===== config.mk =====
export PLATFORM = sky130hd
export DESIGN_NAME = pipe_stall_ctrl
export DESIGN_NICKNAME = d
export VERILOG_FILES = /design/src/rtl/pipe_pkg.sv /design/src/rtl/pipe_stall_ctrl.sv
export SDC_FILE = /design/constraint.sdc
export NUM_CORES = 1
export LEC_CHECK = 0
export BUFFER_PORTS_ARGS = -buffer_cell sky130_fd_sc_hd__clkbuf_2
export CORE_AREA = 10 10 47 49
export CTS_CLUSTER_DIAMETER = 100
export CTS_CLUSTER_SIZE = 25
export DETAILED_ROUTE_END_ITERATION = 7
export DIE_AREA = 0 0 57 59
export SYNTH_ARGS = -nofsm -noshare
export SYNTH_HDL_FRONTEND = slang
export SYNTH_SLANG_ARGS = --single-unit

===== constraint.sdc =====
create_clock -name clk -period 2.1 [get_ports clk]
set_input_delay 0.315 -clock clk [delete_from_list [all_inputs] [get_ports clk]]
set_output_delay 0.315 -clock clk [all_outputs]
set_load 0.02 [all_outputs]

===== src/rtl/pipe_pkg.sv =====
// Shared definitions for the integer pipeline control path.
//   STALL_* : 2-bit stall codes understood by every pipeline register
//             (IF/ID, ID/EX, EX/MEM, MEM/WB).
//   div_st_t: occupancy state of the multi-cycle divider in EX.
package pipe_pkg;

  localparam logic [1:0] STALL_RUN    = 2'b00;  // load the input
  localparam logic [1:0] STALL_FLUSH  = 2'b01;  // clear to zero
  localparam logic [1:0] STALL_BUBBLE = 2'b10;  // clear to zero
  localparam logic [1:0] STALL_HOLD   = 2'b11;  // keep current value

  typedef enum logic {
    IDLE = 1'b0,
    BUSY = 1'b1
  } div_st_t;

endpackage


===== src/rtl/pipe_stall_ctrl.sv =====
// Central stall/flush controller for the 5-stage integer pipeline.
// Arbitrates data-memory wait, multi-cycle divide, branch/exception flush
// and load-use hazards, and drives the PC hold plus the stall code of each
// pipeline register. A flush raised while a higher-priority hold is active
// is latched and applied once the hold releases.
//
// Ports:
//   clk            clock
//   rst            synchronous reset, active-low
//   dmem_wait_i    MEM stage: data memory not ready
//   div_start_i    EX stage holds a divide (level)
//   load_use_i     ID stage: load-use hazard
//   flush_i        EX stage: mispredict/exception pulse
//   stall_pc_o     1 = hold PC
//   stall_ifid_o   stall code, IF/ID
//   stall_idex_o   stall code, ID/EX
//   stall_exmem_o  stall code, EX/MEM
//   stall_memwb_o  stall code, MEM/WB
//   div_busy_o     divide counter active
//   div_last_o     final divide cycle, EX result advances
module pipe_stall_ctrl
  import pipe_pkg::*;
#(
  parameter int DIV_CYCLES = 8,
  parameter int CNT_W      = 6
) (
  input  logic       clk,
  input  logic       rst,
  input  logic       dmem_wait_i,
  input  logic       div_start_i,
  input  logic       load_use_i,
  input  logic       flush_i,
  output logic       stall_pc_o,
  output logic [1:0] stall_ifid_o,
  output logic [1:0] stall_idex_o,
  output logic [1:0] stall_exmem_o,
  output logic [1:0] stall_memwb_o,
  output logic       div_busy_o,
  output logic       div_last_o
);

  // The issue cycle and the final (result) cycle are both spent in EX,
  // so the counter covers the cycles in between.
  localparam logic [CNT_W-1:0] DIV_LOAD = CNT_W'(DIV_CYCLES - 2);

  div_st_t          div_st_reg,     div_st_next;
  logic [CNT_W-1:0] div_cnt_reg,    div_cnt_next;
  logic             flush_pend_reg, flush_pend_next;

  logic cnt_zero;
  logic div_stall;
  logic div_last;
  logic apply_flush;

  assign cnt_zero    = (div_cnt_reg == '0);
  assign div_stall   = ((div_st_reg == IDLE) && div_start_i) ||
                       ((div_st_reg == BUSY) && !cnt_zero);
  assign div_last    = (div_st_reg == BUSY) && cnt_zero;
  assign apply_flush = !dmem_wait_i && !div_stall && (flush_i || flush_pend_reg);

  // Next-state logic
  always_comb begin
    div_st_next     = div_st_reg;
    div_cnt_next    = div_cnt_reg;
    flush_pend_next = flush_pend_reg;

    case (div_st_reg)
      IDLE: begin
        // A divide is only issued once memory lets the pipe move.
        if (div_start_i && !dmem_wait_i) begin
          div_st_next  = BUSY;
          div_cnt_next = DIV_LOAD;
        end
      end
      BUSY: begin
        if (!cnt_zero) begin
          // The divider keeps computing even while memory stalls the pipe.
          div_cnt_next = div_cnt_reg - 1'b1;
        end else if (!dmem_wait_i) begin
          div_st_next = IDLE;
        end
      end
      default: div_st_next = IDLE;
    endcase

    if (apply_flush) begin
      flush_pend_next = 1'b0;
    end else if (flush_i && (dmem_wait_i || div_stall)) begin
      flush_pend_next = 1'b1;
    end
  end

  always_ff @(posedge clk) begin
    if (!rst) begin
      div_st_reg     <= IDLE;
      div_cnt_reg    <= '0;
      flush_pend_reg <= 1'b0;
    end else begin
      div_st_reg     <= div_st_next;
      div_cnt_reg    <= div_cnt_next;
      flush_pend_reg <= flush_pend_next;
    end
  end

  // Priority output mux: dmem wait > divide > flush > load-use > run.
  always_comb begin
    stall_pc_o    = 1'b0;
    stall_ifid_o  = STALL_RUN;
    stall_idex_o  = STALL_RUN;
    stall_exmem_o = STALL_RUN;
    stall_memwb_o = STALL_RUN;
    div_busy_o    = (div_st_reg == BUSY);
    div_last_o    = div_last;

    if (!rst) begin
      stall_pc_o    = 1'b1;
      stall_ifid_o  = STALL_FLUSH;
      stall_idex_o  = STALL_FLUSH;
      stall_exmem_o = STALL_FLUSH;
      stall_memwb_o = STALL_FLUSH;
      div_busy_o    = 1'b0;
      div_last_o    = 1'b0;
    end else if (dmem_wait_i) begin
      stall_pc_o    = 1'b1;
      stall_ifid_o  = STALL_HOLD;
      stall_idex_o  = STALL_HOLD;
      stall_exmem_o = STALL_HOLD;
      stall_memwb_o = STALL_BUBBLE;
    end else if (div_stall) begin
      stall_pc_o    = 1'b1;
      stall_ifid_o  = STALL_HOLD;
      stall_idex_o  = STALL_HOLD;
      stall_exmem_o = STALL_BUBBLE;
    end else if (flush_i || flush_pend_reg) begin
      stall_ifid_o  = STALL_FLUSH;
      stall_idex_o  = STALL_FLUSH;
    end else if (load_use_i) begin
      stall_pc_o    = 1'b1;
      stall_ifid_o  = STALL_HOLD;
      stall_idex_o  = STALL_BUBBLE;
    end
  end

endmodule


# == Yosys cells after proc, flatten, opt, wreduce, memory -nomap -nowiden ==
# Cells that the tools add are included.
# totals
elab_cells,53
out_inout_bits,11
ff_bits,8
# classes
eq_ne,2
reduce_logical,16
n_addsub,1
n_bitwise,2
muxes,29
# ops
operator,n
2-bit 2-to-1 mux,15
6-bit 2-to-1 mux,2
6-bit case mux with 2 select lines,1
1-bit 2-to-1 mux,10
1-bit logical AND,7
6-bit zero test,1
6-bit by 1-bit subtractor with 6-bit output (second input constant),1
1-bit zero test,3
1-bit logical OR,3
2-bit by 1-bit inequality test with 1-bit output (second input constant),1
2-bit inequality test (second input constant),1
1-bit NOT,2
1-bit case mux with 2 select lines,1
2-bit AND reduction,1
2-bit OR reduction,1

# == Longest topological paths before layout ==
# depth
ltp_word,8
mapped_depth,6
ltp_nobuf,5

# == Worst setup path after synthesis ==
# Ideal clock, no wire load.
# synth_timing
kind,reg2out
startpoint,register div_cnt_reg[2]
endpoint,output stall_ifid_o[1]
t_required_ns,1.785
path_slack_ns,0.215
path_buffers,2
path_stages_with_launch,6
arrival_ns,1.570
path_cell_list,dfxtp_1 or3_1 clkbuf_2 o21ai_2 a31oi_1 buf_4
# synth_via
elab_chain_cells,7
# synth_rtl
item,line_no,text
from (decl),pipe_stall_ctrl.sv:47,"logic [CNT_W-1:0] div_cnt_reg, div_cnt_next;"
from (signal assigned),pipe_stall_ctrl.sv:100,div_cnt_reg <= div_cnt_next;
6-bit zero test,pipe_stall_ctrl.sv:55,assign cnt_zero = (div_cnt_reg == '0);
1-bit zero test,-,
1-bit logical AND,pipe_stall_ctrl.sv:57,((div_st_reg == BUSY) && !cnt_zero);
1-bit logical OR,pipe_stall_ctrl.sv:56,assign div_stall = ((div_st_reg == IDLE) && div_start_i) ||
2-bit 2-to-1 mux,pipe_stall_ctrl.sv:129,end else if (div_stall) begin
2-bit 2-to-1 mux,pipe_stall_ctrl.sv:123,end else if (dmem_wait_i) begin
2-bit 2-to-1 mux,pipe_stall_ctrl.sv:115,if (!rst) begin
to (decl),pipe_stall_ctrl.sv:34,"output logic [1:0] stall_ifid_o,"
# Every way passes these cells.

# == Worst setup path after layout ==
# Same ends and word-level chain as after synthesis.

==> impl_metrics.env <==
export IMPL_die_w_um=57
export IMPL_min_from="rst"
export IMPL_synth_mux_area_fraction=0.05839
export IMPL_tns_ps=0
export IMPL_cts_max_level=1
export IMPL_netlist_instances=67
export IMPL_clock_path_buffers=2
export IMPL_syn_avg_cell_area_um2=7.675
export IMPL_synthDistinctLibCells=30
export IMPL_area_growth_pct=22.63
export IMPL_largest_reg_flops=6
export IMPL_min_period_ps=1977
export IMPL_synth_area_top_cells="dfxtp_1, mux2i_1, a21oi_1, ha_1, nand4_1"
export IMPL_outcome="complete, no violations"
export IMPL_drc_errors=0
export IMPL_portBuffers=16
export IMPL_synth_seq_area_share=0.3114
export IMPL_crit_arrival_ps=1660
export IMPL_antenna_found_initial=0
export IMPL_cts_hold_buf=0
export IMPL_via_per_inst=5.245
export IMPL_drtAntennaViolNets=0
export IMPL_clock_root_buffer="clkbuf_4"
export IMPL_regToRegSetupSlack_ps=690
export IMPL_worst_setup_path_type="register to output port"
export IMPL_core_area_um2=1401
export IMPL_grt_ovfl_total=0
export IMPL_n_antenna_cell=0
export IMPL_cp_max_fo=8
export IMPL_synth_top_cell_area_share=0.3114
export IMPL_grt_pass1_wl_um=2132
export IMPL_synth_area_um2=514.2
export IMPL_synth_compound_area_share=0.1825
export IMPL_cts_made_buffers=3
export IMPL_holdPathStages=3
export IMPL_dpl_cell_count=95
export IMPL_vdd_drop_max_v=0.0003126
export IMPL_min_period_over_period=0.9416
export IMPL_rows=14
export IMPL_finClkSkew_ps=0.2958
export IMPL_top_layer="met4"
export IMPL_clock_latency_ps=260
export IMPL_synth_top_family_by_area="simple AND/OR/NAND/NOR gates"
export IMPL_grt_pass1_vias=483
export IMPL_critPathLaunchType="register"
export IMPL_yosys_area_top_type="dfxtp_1"
export IMPL_final_net_count=92
export IMPL_drt_total_wl_um=1277
export IMPL_clk_pin_slew_ps=60
export IMPL_gp_congestion=0.8398
export IMPL_met1_length_um=572
export IMPL_ys_ff_latch=8
export IMPL_worstSetupEndpointType="output port"
export IMPL_wl_per_cell_um=13.03
export IMPL_rsz0062_at_grt="false"
export IMPL_slew_viol_final=0
export IMPL_ys_warn_count=0
export IMPL_die_h_um=59
export IMPL_cts_tree="built"
export IMPL_synth_fa_ha_area_frac=0.04866
export IMPL_synthXorXnorAreaFrac=0
export IMPL_grt_use_total=0.07809
export IMPL_dr_pass1_iters=4
export IMPL_p_per_area_nw_per_um2=671.2
export IMPL_post_dp_hpwl_um=959.5
export IMPL_die_area_um2=3363
export IMPL_drive_gt1_frac=0.2805
export IMPL_r2r_cells=3
export IMPL_required_ps=1780
export IMPL_grt_max_degree=13
export IMPL_max_freq_mhz=505.7
export IMPL_clock_sinks=8
export IMPL_r2r_start="div_cnt_reg[2]"
export IMPL_vias=514
export IMPL_wl_met3_um=60
export IMPL_max_slew_margin=0.7765
export IMPL_num_fill_cells=148
export IMPL_r2r_end="div_cnt_reg[4]"
export IMPL_initial_core_util=0.3670
export IMPL_min_path_type="input port to register"
export IMPL_drtIter0Drc=6
export IMPL_route_met2_wl_um=618
export IMPL_final_setup_viol_count=0
export IMPL_drv_cap=0
export IMPL_io_pins=17
export IMPL_tightestPinTransition_ps=334.7
export IMPL_syn_nets=75
export IMPL_fin_cells=98
export IMPL_leakage_nw=0.2760
export IMPL_min_to="div_cnt_reg[2]"
export IMPL_hold_viol_final=0
export IMPL_yosys_area_share_simple=0.3139
## kinds of logic after synthesis
family	count (synthesis)
AOI/OAI and AO/OA	14
adders and majority gates	2
buffers and inverters	10
DFF	8
muxes	3
and+or+nand+nor	30
## worst max-delay path by stage
stage                        start               to  slack, ps  cells after the start
floorplan           div_cnt_reg[2]  stall_ifid_o[1]        220                      5
global placement    div_cnt_reg[2]  stall_ifid_o[1]        370                      4
detailed placement  div_cnt_reg[2]  stall_ifid_o[1]        330                      4
CTS                 div_cnt_reg[2]  stall_ifid_o[1]         40                      4
global route        div_cnt_reg[2]  stall_ifid_o[0]         10                      4
finish              div_cnt_reg[2]  stall_ifid_o[1]        120                      4
## critical path, stage by stage (launching register included)
cell and delay [ps]:
dfxtp_1 340, or3_1 480, o21ai_4 260, a31oi_1 130, clkbuf_2 180
## repair_timing
action,CTS,global route
setup buffers,0,0
resized for setup,0,2
hold endpoints to repair,0,0
setup endpoints to repair,0,6
## layout by cell type (no fill, tap or decap)
master	netlist	routed
o21ai_0	1	1
buf_4	1	1
a31oi_1	2	2
nor4_1	1	1
inv_1	4	4
o21ai_4	0	1
nand4_1	4	4
nand3b_1	2	2
clkbuf_2	1	16
ha_1	2	2
and2_1	1	1
a21oi_1	5	4
a211oi_1	1	1
or3b_1	1	1
nor2_1	4	4
a311oi_1	1	1
o31ai_1	1	1
nor3_1	2	2
nor2b_1	2	2
mux2i_1	3	3
nand2_1	6	6
a211o_2	1	1
a21oi_2	0	1
or3_1	2	2
nand2b_1	2	2
o2111ai_1	1	1
clkinv_1	1	1
clkbuf_4	0	3
nand3_1	3	3
dfxtp_1	8	8
## cells in the mapped netlist
| master | instances |
|---|---|
| or3_1 | 2 |
| nor3_1 | 2 |
| clkbuf_1 | 2 |
| or3b_1 | 1 |
| clkinv_1 | 1 |
| a31oi_1 | 2 |
| nand3b_1 | 2 |
| nand2_1 | 6 |
| buf_2 | 1 |
| and2_1 | 1 |
| nor2b_1 | 2 |
| o2111ai_1 | 1 |
| a311oi_1 | 1 |
| ha_1 | 2 |
| nand3_1 | 3 |
| nor2_1 | 4 |
| nand4_1 | 4 |
| clkbuf_2 | 1 |
| dfxtp_1 | 8 |
| o21ai_2 | 1 |
| o21ai_0 | 1 |
| buf_4 | 1 |
| a211oi_1 | 1 |
| nand2b_1 | 2 |
| mux2i_1 | 3 |
| nor4_1 | 1 |
| inv_1 | 4 |
| a211o_2 | 1 |
| o31ai_1 | 1 |
| a21oi_1 | 5 |
## final cells by class
cell class,instances,area [µm²],area share
multi-input cells,49,321.6,0.5099
flip-flops and latches,8,160.2,0.2540
repair buffers,17,87.58,0.1389
clock buffers,3,22.52,0.03571
well taps,16,20.02,0.03175
inverters,5,18.77,0.02976
## power breakdown
group          internal [mW]  total [mW]  switching, mW  leakage, nW
logic                 0.0440       0.123         0.0790        0.197
clock network         0.0659       0.126         0.0599       0.0138
registers              0.163       0.175         0.0112       0.0655
## layer usage
layer	global-route usage	vias to the layer above
li1	-	272
met5	0	-
met4	0.04027	0
met1	0.09124	230
met3	0.02575	3
met2	0.1240	9
## per-stage QoR
stage	worst slack, ps	area (µm²)	total power, mW	utilization	hold slack (ps)
finish	122.7	630.6	0.4233	0.4500	407.7
global route	14.92	630.6	0.4482	0.4500	455.5
CTS	39.65	619.3	0.4236	0.4420	400.2
detailed placement	331.9	596.8	0.2961	0.4259	477.3
global placement	365.8	596.8	0.2961	0.4259	471.9
floorplan	215.3	514.2	0.2671	-	447.7
No activity file was read; power rests on OpenSTA's default activity.
